[config.mk]
export PLATFORM = sky130hd
export DESIGN_NAME = fetch_pc_unit_flat
export DESIGN_NICKNAME = d
export VERILOG_FILES = /design/src/rtl/fetch_pc_unit_if.sv /design/src/rtl/fetch_pc_unit.sv /design/src/flat_wrapper.sv
export SDC_FILE = /design/constraint.sdc
export NUM_CORES = 1
export LEC_CHECK = 0
export ABC_CLOCK_PERIOD_IN_PS = 2210
export BUFFER_PORTS_ARGS = -buffer_cell sky130_fd_sc_hd__buf_2
export CAP_MARGIN = 20
export CORE_ASPECT_RATIO = 1.25
export CORE_UTILIZATION = 45
export CTS_CLUSTER_DIAMETER = 150
export DETAILED_ROUTE_END_ITERATION = 12
export GPL_ROUTABILITY_DRIVEN = 0
export PLACE_DENSITY = 0.76
export SYNTH_ARGS = -nofsm -noshare
export SYNTH_HDL_FRONTEND = slang
export SYNTH_SLANG_ARGS = --single-unit
[constraint.sdc]
create_clock -name clk -period 2.21 [get_ports clk]
set_input_delay 0.3315 -clock clk [delete_from_list [all_inputs] [get_ports clk]]
set_output_delay 0.3315 -clock clk [all_outputs]
set_load 0.01 [all_outputs]
[src/rtl/fetch_pc_unit_if.sv]
// Instruction-memory request bus between the fetch stage (master) and memory (slave).
interface fetch_pc_unit_if;
  logic        imem_req;
  logic [31:0] imem_addr;
  logic        imem_ack;
  logic [31:0] imem_rdata;

  modport master (output imem_req, output imem_addr, input imem_ack, input imem_rdata);
  modport slave  (input imem_req, input imem_addr, output imem_ack, output imem_rdata);
endinterface

[src/rtl/fetch_pc_unit.sv]
// Fetch stage: owns the PC, issues one outstanding imem request, squashes on redirect.
// Optional macro FETCH_ALIGN_CHECK_EN: force redirect targets word-aligned and pulse align_err.
//
// state | meaning
// IDLE  | after reset, request not yet issued
// REQ   | imem_req high, waiting for imem_ack
// VALID | instruction presented to decode
module fetch_pc_unit #(
  parameter logic [31:0] RESET_VECTOR = 32'h0000_0000
) (
  input  logic                   clk,
  input  logic                   rst_n,
  fetch_pc_unit_if.master        imem,
  input  logic                   stall,
  input  logic                   jump_en,
  input  logic [31:0]            jump_target,
  input  logic                   branch_taken,
  input  logic [31:0]            branch_target,
  output logic [31:0]            inst_out,
  output logic                   inst_valid,
  output logic [31:0]            fetch_pc,
  output logic [31:0]            pc_plus4,
  output logic                   align_err
);

  typedef enum logic [1:0] {IDLE, REQ, VALID} state_t;

  state_t      state, state_d;
  logic [31:0] addr_q, addr_d;
  logic        squash_q, squash_d;
  logic [31:0] squash_tgt_q, squash_tgt_d;
  logic [31:0] inst_q, inst_d;
  logic [31:0] pc_q, pc_d;
  logic        err_q, err_d;

  logic        redirect;
  logic [31:0] target_raw;
  logic [31:0] target;
  logic        misaligned;

  assign redirect   = jump_en | branch_taken;
  assign target_raw = jump_en ? jump_target : branch_target;

`ifdef FETCH_ALIGN_CHECK_EN
  assign target     = {target_raw[31:2], 2'b00};
  assign misaligned = |target_raw[1:0];
`else
  assign target     = target_raw;
  assign misaligned = 1'b0;
`endif

  always_ff @(posedge clk) begin
    if (!rst_n) begin
      state        <= IDLE;
      addr_q       <= RESET_VECTOR;
      squash_q     <= 1'b0;
      squash_tgt_q <= RESET_VECTOR;
      inst_q       <= 32'h0;
      pc_q         <= RESET_VECTOR;
      err_q        <= 1'b0;
    end else begin
      state        <= state_d;
      addr_q       <= addr_d;
      squash_q     <= squash_d;
      squash_tgt_q <= squash_tgt_d;
      inst_q       <= inst_d;
      pc_q         <= pc_d;
      err_q        <= err_d;
    end
  end

  always_comb begin
    state_d      = state;
    addr_d       = addr_q;
    squash_d     = squash_q;
    squash_tgt_d = squash_tgt_q;
    inst_d       = inst_q;
    pc_d         = pc_q;
    err_d        = 1'b0;
    unique case (state)
      IDLE: state_d = REQ;
      REQ: begin
        if (imem.imem_ack) begin
          if (squash_q || redirect) begin
            // stale word dropped; reissue at the newest target
            addr_d   = redirect ? target : squash_tgt_q;
            squash_d = 1'b0;
            err_d    = redirect & misaligned;
          end else begin
            inst_d  = imem.imem_rdata;
            pc_d    = addr_q;
            state_d = VALID;
          end
        end else if (redirect) begin
          squash_d     = 1'b1;
          squash_tgt_d = target;
          err_d        = misaligned;
        end
      end
      VALID: begin
        if (redirect) begin
          addr_d  = target;
          err_d   = misaligned;
          state_d = REQ;
        end else if (!stall) begin
          addr_d  = pc_q + 32'd4;
          state_d = REQ;
        end
      end
      default: state_d = IDLE;
    endcase
  end

  assign imem.imem_req  = (state == REQ);
  assign imem.imem_addr = addr_q;
  assign inst_out       = inst_q;
  assign inst_valid     = (state == VALID);
  assign fetch_pc       = pc_q;
  assign pc_plus4       = pc_q + 32'd4;
  assign align_err      = err_q;

endmodule
[src/flat_wrapper.sv]
// flat-port wrapper written by rule: the top's interface ports become plain ports
module fetch_pc_unit_flat 
#(
  parameter logic [31:0] RESET_VECTOR = 32'h0000_0000
)
  (clk, rst_n, stall, jump_en, jump_target, branch_taken, branch_target, inst_out, inst_valid, fetch_pc, pc_plus4, align_err, imem_imem_req, imem_imem_addr, imem_imem_ack, imem_imem_rdata);
  fetch_pc_unit_if imem_i ();
  input  logic clk;
  input  logic rst_n;
  input  logic stall;
  input  logic jump_en;
  input  logic [31:0] jump_target;
  input  logic branch_taken;
  input  logic [31:0] branch_target;
  output logic [31:0] inst_out;
  output logic inst_valid;
  output logic [31:0] fetch_pc;
  output logic [31:0] pc_plus4;
  output logic align_err;
  output wire logic [$bits(imem_i.imem_req)-1:0] imem_imem_req;
  output wire logic [$bits(imem_i.imem_addr)-1:0] imem_imem_addr;
  input wire logic [$bits(imem_i.imem_ack)-1:0] imem_imem_ack;
  input wire logic [$bits(imem_i.imem_rdata)-1:0] imem_imem_rdata;
  assign imem_imem_req = imem_i.imem_req;
  assign imem_imem_addr = imem_i.imem_addr;
  assign imem_i.imem_ack = imem_imem_ack;
  assign imem_i.imem_rdata = imem_imem_rdata;
  fetch_pc_unit #(.RESET_VECTOR(RESET_VECTOR)) u_core (.clk(clk), .rst_n(rst_n), .imem(imem_i), .stall(stall), .jump_en(jump_en), .jump_target(jump_target), .branch_taken(branch_taken), .branch_target(branch_target), .inst_out(inst_out), .inst_valid(inst_valid), .fetch_pc(fetch_pc), .pc_plus4(pc_plus4), .align_err(align_err));
endmodule
### Word level (Yosys, flattened, before mapping)

Cells that the tools add are included.

| word-level totals | value |
|---|---|
| latch bits | 0 |
| input port bits | 102 |
| bits in writable memories | 0 |
| bits in registers | 131 |
| memory bits (read-only) | 0 |
| output and inout bits | 131 |
| memories | 0 |

| cells by class | value |
|---|---|
| $add $sub $neg | 1 |
| bitwise logic cells | 3 |
| shift operators | 0 |
| eq/ne operators | 7 |
| divide/modulo/power cells | 0 |
| multipliers | 0 |
| reductions and logical operators | 9 |
| order comparisons | 0 |
| muxes and demuxes | 15 |

Operators by type and width:

| cell | number |
|---|---|
| 32-bit two-way mux | 6 |
| 32-bit case mux with 2 select lines | 1 |
| 32-bit by 3-bit adder with 32-bit output, second input constant | 1 |
| 3-bit AND reduction | 3 |
| 2-bit two-way mux | 4 |
| 2-bit by 1-bit != test with 1-bit output, second input constant | 3 |
| 2-bit case mux with 3 select lines | 1 |
| 4-bit AND reduction | 1 |
| 2-bit nonzero test | 2 |
| 1-bit two-way mux | 3 |
| 3-bit by 2-bit != test with 1-bit output, second input constant | 1 |
| 2-bit by 1-bit equality test with 1-bit output, second input constant | 1 |
| 2-bit equality test, second input constant | 1 |
| 2-bit zero test | 1 |
| 2-bit != test, second input constant | 1 |
| 1-bit NOT | 2 |
| 2-bit AND reduction | 1 |
| 1-bit logical OR | 1 |
| 1-bit OR | 1 |

### Longest topological paths before layout

| depth | value |
|---|---|
| word-level depth | 5 |
| mapped depth | 7 |

### Worst setup path before layout

OpenSTA, ideal clock, no wires.

| timing | value |
|---|---|
| path kind | register to output |
| start point | register u_core.pc_q[16] (netlist: u_core.fetch_pc[16]) |
| end point | output port pc_plus4[29] |
| cell stages (with the launch flop) | 8 |
| slack | -0.182 ns |
| data required time | 1.879 ns |
| buffers on the path | 2 |
| data arrival time | 2.060 ns |
| cell sequence | dfxtp_1 > clkbuf_1 > nand3_1 > or4_1 > buf_2 > nor3_2 > nand2_1 > xnor2_1 |

| between the ends | value |
|---|---|
| longest elaborated chain between the ends | 1 |

Ends and longest elaborated chain:

| item | line | RTL |
|---|---|---|
| start: declaration | fetch_pc_unit.sv:33 | `logic [31:0] pc_q, pc_d;` |
| start signal: assignment | fetch_pc_unit.sv:67 | `pc_q <= pc_d;` |
| 32-bit by 3-bit adder with 32-bit output | fetch_pc_unit.sv:119 | `assign pc_plus4 = pc_q + 32'd4;` |
| end: declaration | flat_wrapper.sv:18 | `output logic [31:0] pc_plus4;` |

No other way between the ends.

### Final worst setup path

| timing | value |
|---|---|
| start point | register u_core.pc_q[15] (netlist: u_core.fetch_pc[15]) |
| end point | output port pc_plus4[27] |

Same word-level chain as after synthesis.

==> metrics.json <==
{
  "finish.net_count": {"value": 1191},
  "maxClockFrequency": {"value": 0.383, "unit": "GHz"},
  "grt_busiest_layer": {"value": "met2"},
  "count_of_final_max_slew_check_failures": {"value": 0},
  "most_area_hungry_cell_type_in_the_yosys_netlist": {"value": "dfxtp_1"},
  "synth-main-ff-cell": {"value": "dfxtp_1"},
  "worst_ep_arrival_time": {"value": 2.28, "unit": "ns"},
  "grt_max_degree": {"value": 65},
  "worst_skew_pair.late_latency": {"value": 0.42, "unit": "ns"},
  "cts_hold_repair.buffers": {"value": 0},
  "hpwl": {"value": 15200, "unit": "um"},
  "powerDensity": {"value": 645, "unit": "nW/um^2"},
  "grtUsageMet3": {"value": 6.14, "unit": "%"},
  "avgSynthCellArea": {"value": 8.00, "unit": "um^2"},
  "antenna_cells_inserted": {"value": 0},
  "worstPathRequired": {"value": 1.88, "unit": "ns"},
  "failed_checks": {"value": "negative setup slack"},
  "cap_violations": {"value": 0},
  "status": {"value": "finished with violations"},
  "crit_path_start": {"value": "u_core.fetch_pc[15]"},
  "postSynthRegisterBits": {"value": 131},
  "cts_root_buf": {"value": "clkbuf_16"},
  "timing.setup.critical_path_class": {"value": "reg2out"},
  "final-hold-violation-count": {"value": 0},
  "worst_slew_pin_slew": {"value": 0.816, "unit": "ns"},
  "ant_nets": {"value": 0},
  "clockBufferDepth": {"value": 2},
  "routed_wirelength": {"value": 21900, "unit": "um"},
  "post_drt_wl_per_cell": {"value": 17.2, "unit": "um"},
  "sw_frac_of_total": {"value": 26.4, "unit": "%"},
  "port_buffers": {"value": 231},
  "htree_num_levels": {"value": 4},
  "grt_setup_unrepaired": {"value": "true"},
  "combinationalPowerShare": {"value": 11.4, "unit": "%"},
  "worst_r2r_startpoint": {"value": "u_core.fetch_pc[9]"},
  "final-setup-viol-count": {"value": 18},
  "globalRoute.totalOverflow": {"value": 0},
  "placementRows": {"value": 48},
  "critPathMaxFanout": {"value": 7},
  "io_pins": {"value": 233},
  "critical_path.endpoint_type": {"value": "primary output"},
  "number_of_antenna_violations_at_the_first_check_in_global_routing": {"value": 0},
  "p_int": {"value": 4.47, "unit": "mW"},
  "synth_sequential_area_ratio": {"value": 40.3, "unit": "%"},
  "hold-worst-slack": {"value": 0.156, "unit": "ns"},
  "p_seq_share": {"value": 41.7, "unit": "%"},
  "synth_async_sr_flop_share": {"value": 0, "unit": "%"},
  "synth_fp_nets": {"value": 916},
  "min-delay-path-class": {"value": "in2reg"},
  "netlist_area": {"value": 6500, "unit": "um^2"},
  "cts_tree": {"value": "built"},
  "drt_first_pass_iters": {"value": 7},
  "postSynthCellCount": {"value": 813},
  "fp.dieArea": {"value": 14900, "unit": "um^2"},
  "core_area": {"value": 13900, "unit": "um^2"},
  "totalNegativeSetupSlack": {"value": -4.39, "unit": "ns"},
  "pwr-share-clk": {"value": 46.9, "unit": "%"},
  "via_count": {"value": 7223},
  "min_from": {"value": "imem_imem_rdata[4]"},
  "drt_drc_violations_left": {"value": 0},
  "syn2layout_area_growth": {"value": 44.8, "unit": "%"},
  "total_of_fill_cells_in_the_finished_design": {"value": 1165},
  "cts_sinks": {"value": 131},
  "vias_per_cell": {"value": 5.66},
  "final_period_minus_worst_setup_slack": {"value": 2.61, "unit": "ns"},
  "cts.clk_slew.worst_paths": {"value": 0.06, "unit": "ns"},
  "cp-start-kind": {"value": "register"},
  "grt_pass1_vias": {"value": 6480},
  "fin_crit_sh": {"value": 118, "unit": "%"},
  "grt_pass1_wl": {"value": 33100, "unit": "um"},
  "layout.cells.most_common_list": {"value": "226 x buf_2, 179 x nand2_1, 120 x dfxtp_1"},
  "final.setup_skew": {"value": 0.00908, "unit": "ns"},
  "finish.cell_count_without_fillers": {"value": 1276},
  "drt_iter0_drc": {"value": 640},
  "slew-limit-headroom": {"value": 45.6, "unit": "%"},
  "synth_top_area_share": {"value": 40.3, "unit": "%"},
  "mostFrequentLayoutCell": {"value": "buf_2"},
  "yosysWarningCount": {"value": 0},
  "static_leak": {"value": 4.45, "unit": "nW"},
  "share_of_cells_above_drive_strength_1": {"value": 38.7, "unit": "%"},
  "met2_usage": {"value": 45.8, "unit": "%"},
  "final_critical_path_setup_slack": {"value": -0.398, "unit": "ns"},
  "grtUsageMet1": {"value": 37.3, "unit": "%"},
  "ys_top_cells_by_area": {"value": "dfxtp_1 40%, nand2_1 11%, a21boi_0 7.6%"},
  "numPlacedInstances": {"value": 1223},
  "die_y": {"value": 136, "unit": "um"},
  "setup_slack_at_placement": {"value": -0.0249, "unit": "ns"},
  "die_width": {"value": 110, "unit": "um"},
  "p_sw": {"value": 1.60, "unit": "mW"},
  "worst_vdd_rail_ir_drop": {"value": 418, "unit": "uV"},
  "track_usage": {"value": 28.8, "unit": "%"},
  "yosysUniqueCellTypes": {"value": 51},
  "start_util": {"value": 46.7, "unit": "%"},
  "synth-edff-count": {"value": 0},
  "tritoncts.num_buffers": {"value": 17}
}
==> through the flow <==
| step | area (um^2) | power, mW | util, % |
|---|---|---|---|
| after global routing | 9410 | 6.29 | 67.6 |
| after detailed placement | 8280 | 3.26 | 59.4 |
| after floorplan | 6560 | 2.94 | - |
| final | 9410 | 6.07 | 67.6 |
| after CTS | 9150 | 6.08 | 65.7 |
| after global placement | 8280 | 3.25 | 59.4 |
==> registers in the layout, summed over array words and instances, names as in the netlist <==
name and count:
u_core.inst_out 32, u_core.state 2, u_core.fetch_pc 32, u_core.imem.imem_addr 32
u_core.squash_q 1, u_core.squash_tgt_q 32
==> cell families (layout without fill, tap and decap cells) <==
logic type                 Yosys count  count (layout)  synth area share, %
AOI/OAI and AO/OA                  262             262                 28.2
DFF                                131             131                 40.3
and+or+nand+nor                    321             321                 23.2
other                                1               1               0.0577
buffers and inverters               69             357                 4.20
adders and majority gates            1               1                0.192
xor gates and xnor gates            25              25                 3.37
muxes                                3               3                0.462
==> power by group through the flow <==
stage	Combinational (mW)	Clock, mW	Sequential (mW)
final	0.693	2.84	2.53
after global routing	0.757	2.99	2.54
after CTS	0.683	2.87	2.53
after detailed placement	0.678	0	2.58
after global placement	0.669	0	2.58
after floorplan	0.347	0	2.60
==> cell usage after synthesis (all sizes together) (13+ instances only) <==
| cell | n |
|---|---|
| nand3 | 23 |
| xnor2 | 19 |
| nand2b | 16 |
| clkbuf | 59 |
| nor2 | 31 |
| o211a | 21 |
| o21ai | 62 |
| dfxtp | 131 |
| nor2b | 15 |
| a21boi | 66 |
| a22oi | 13 |
| nand2 | 183 |
| a21oi | 35 |
==> repair_timing <==
item	in CTS	in global routing
setup buffers	12	10
cloned	0	0
setup endpoints to repair	20	24
pin swaps	23	20
gates resized for setup	39	37
==> per-layer routing <==
metal,vias up,wire (um)
met5,-,0
li1,3431,-
met3,53,1760
met4,0,595
met2,340,10600
met1,3399,8950
==> cell type report <==
class	instances	area, um^2	share of cell area (%)
clock buffer	17	425	4.52
clock inverter	15	170	1.81
inverter	3	11.3	0.120
multi-input combinational	613	3970	42.1
sequential	131	2640	28.0
tap	175	219	2.33
timing repair buffer	322	1980	21.1
==> worst max-delay path, stage by stage, from the launching register on <==
cell and delay (ns):
dfxtp_1 0.35, nand3_2 0.09, or4_4 0.55, buf_12 0.16, buf_6 0.12, nor3b_4 0.22, nand2_2 0.10, xnor2_2 0.13
buf_2 0.13
==> path summary, 6_finish.rpt <==
| path | endpoint | cells after the start | slack [ns] |
|---|---|---|---|
| worst max-delay path | pc_plus4[27] | 8 | -0.40 |
| worst min-delay path | u_core.inst_out[4] | 3 | 0.16 |
| worst max register to register | u_core.imem.imem_addr[17] | 11 | 0.04 |
| worst min register to register | u_core.inst_out[2] | 2 | 0.46 |
Note: power is estimated with default switching activity, not from simulation.
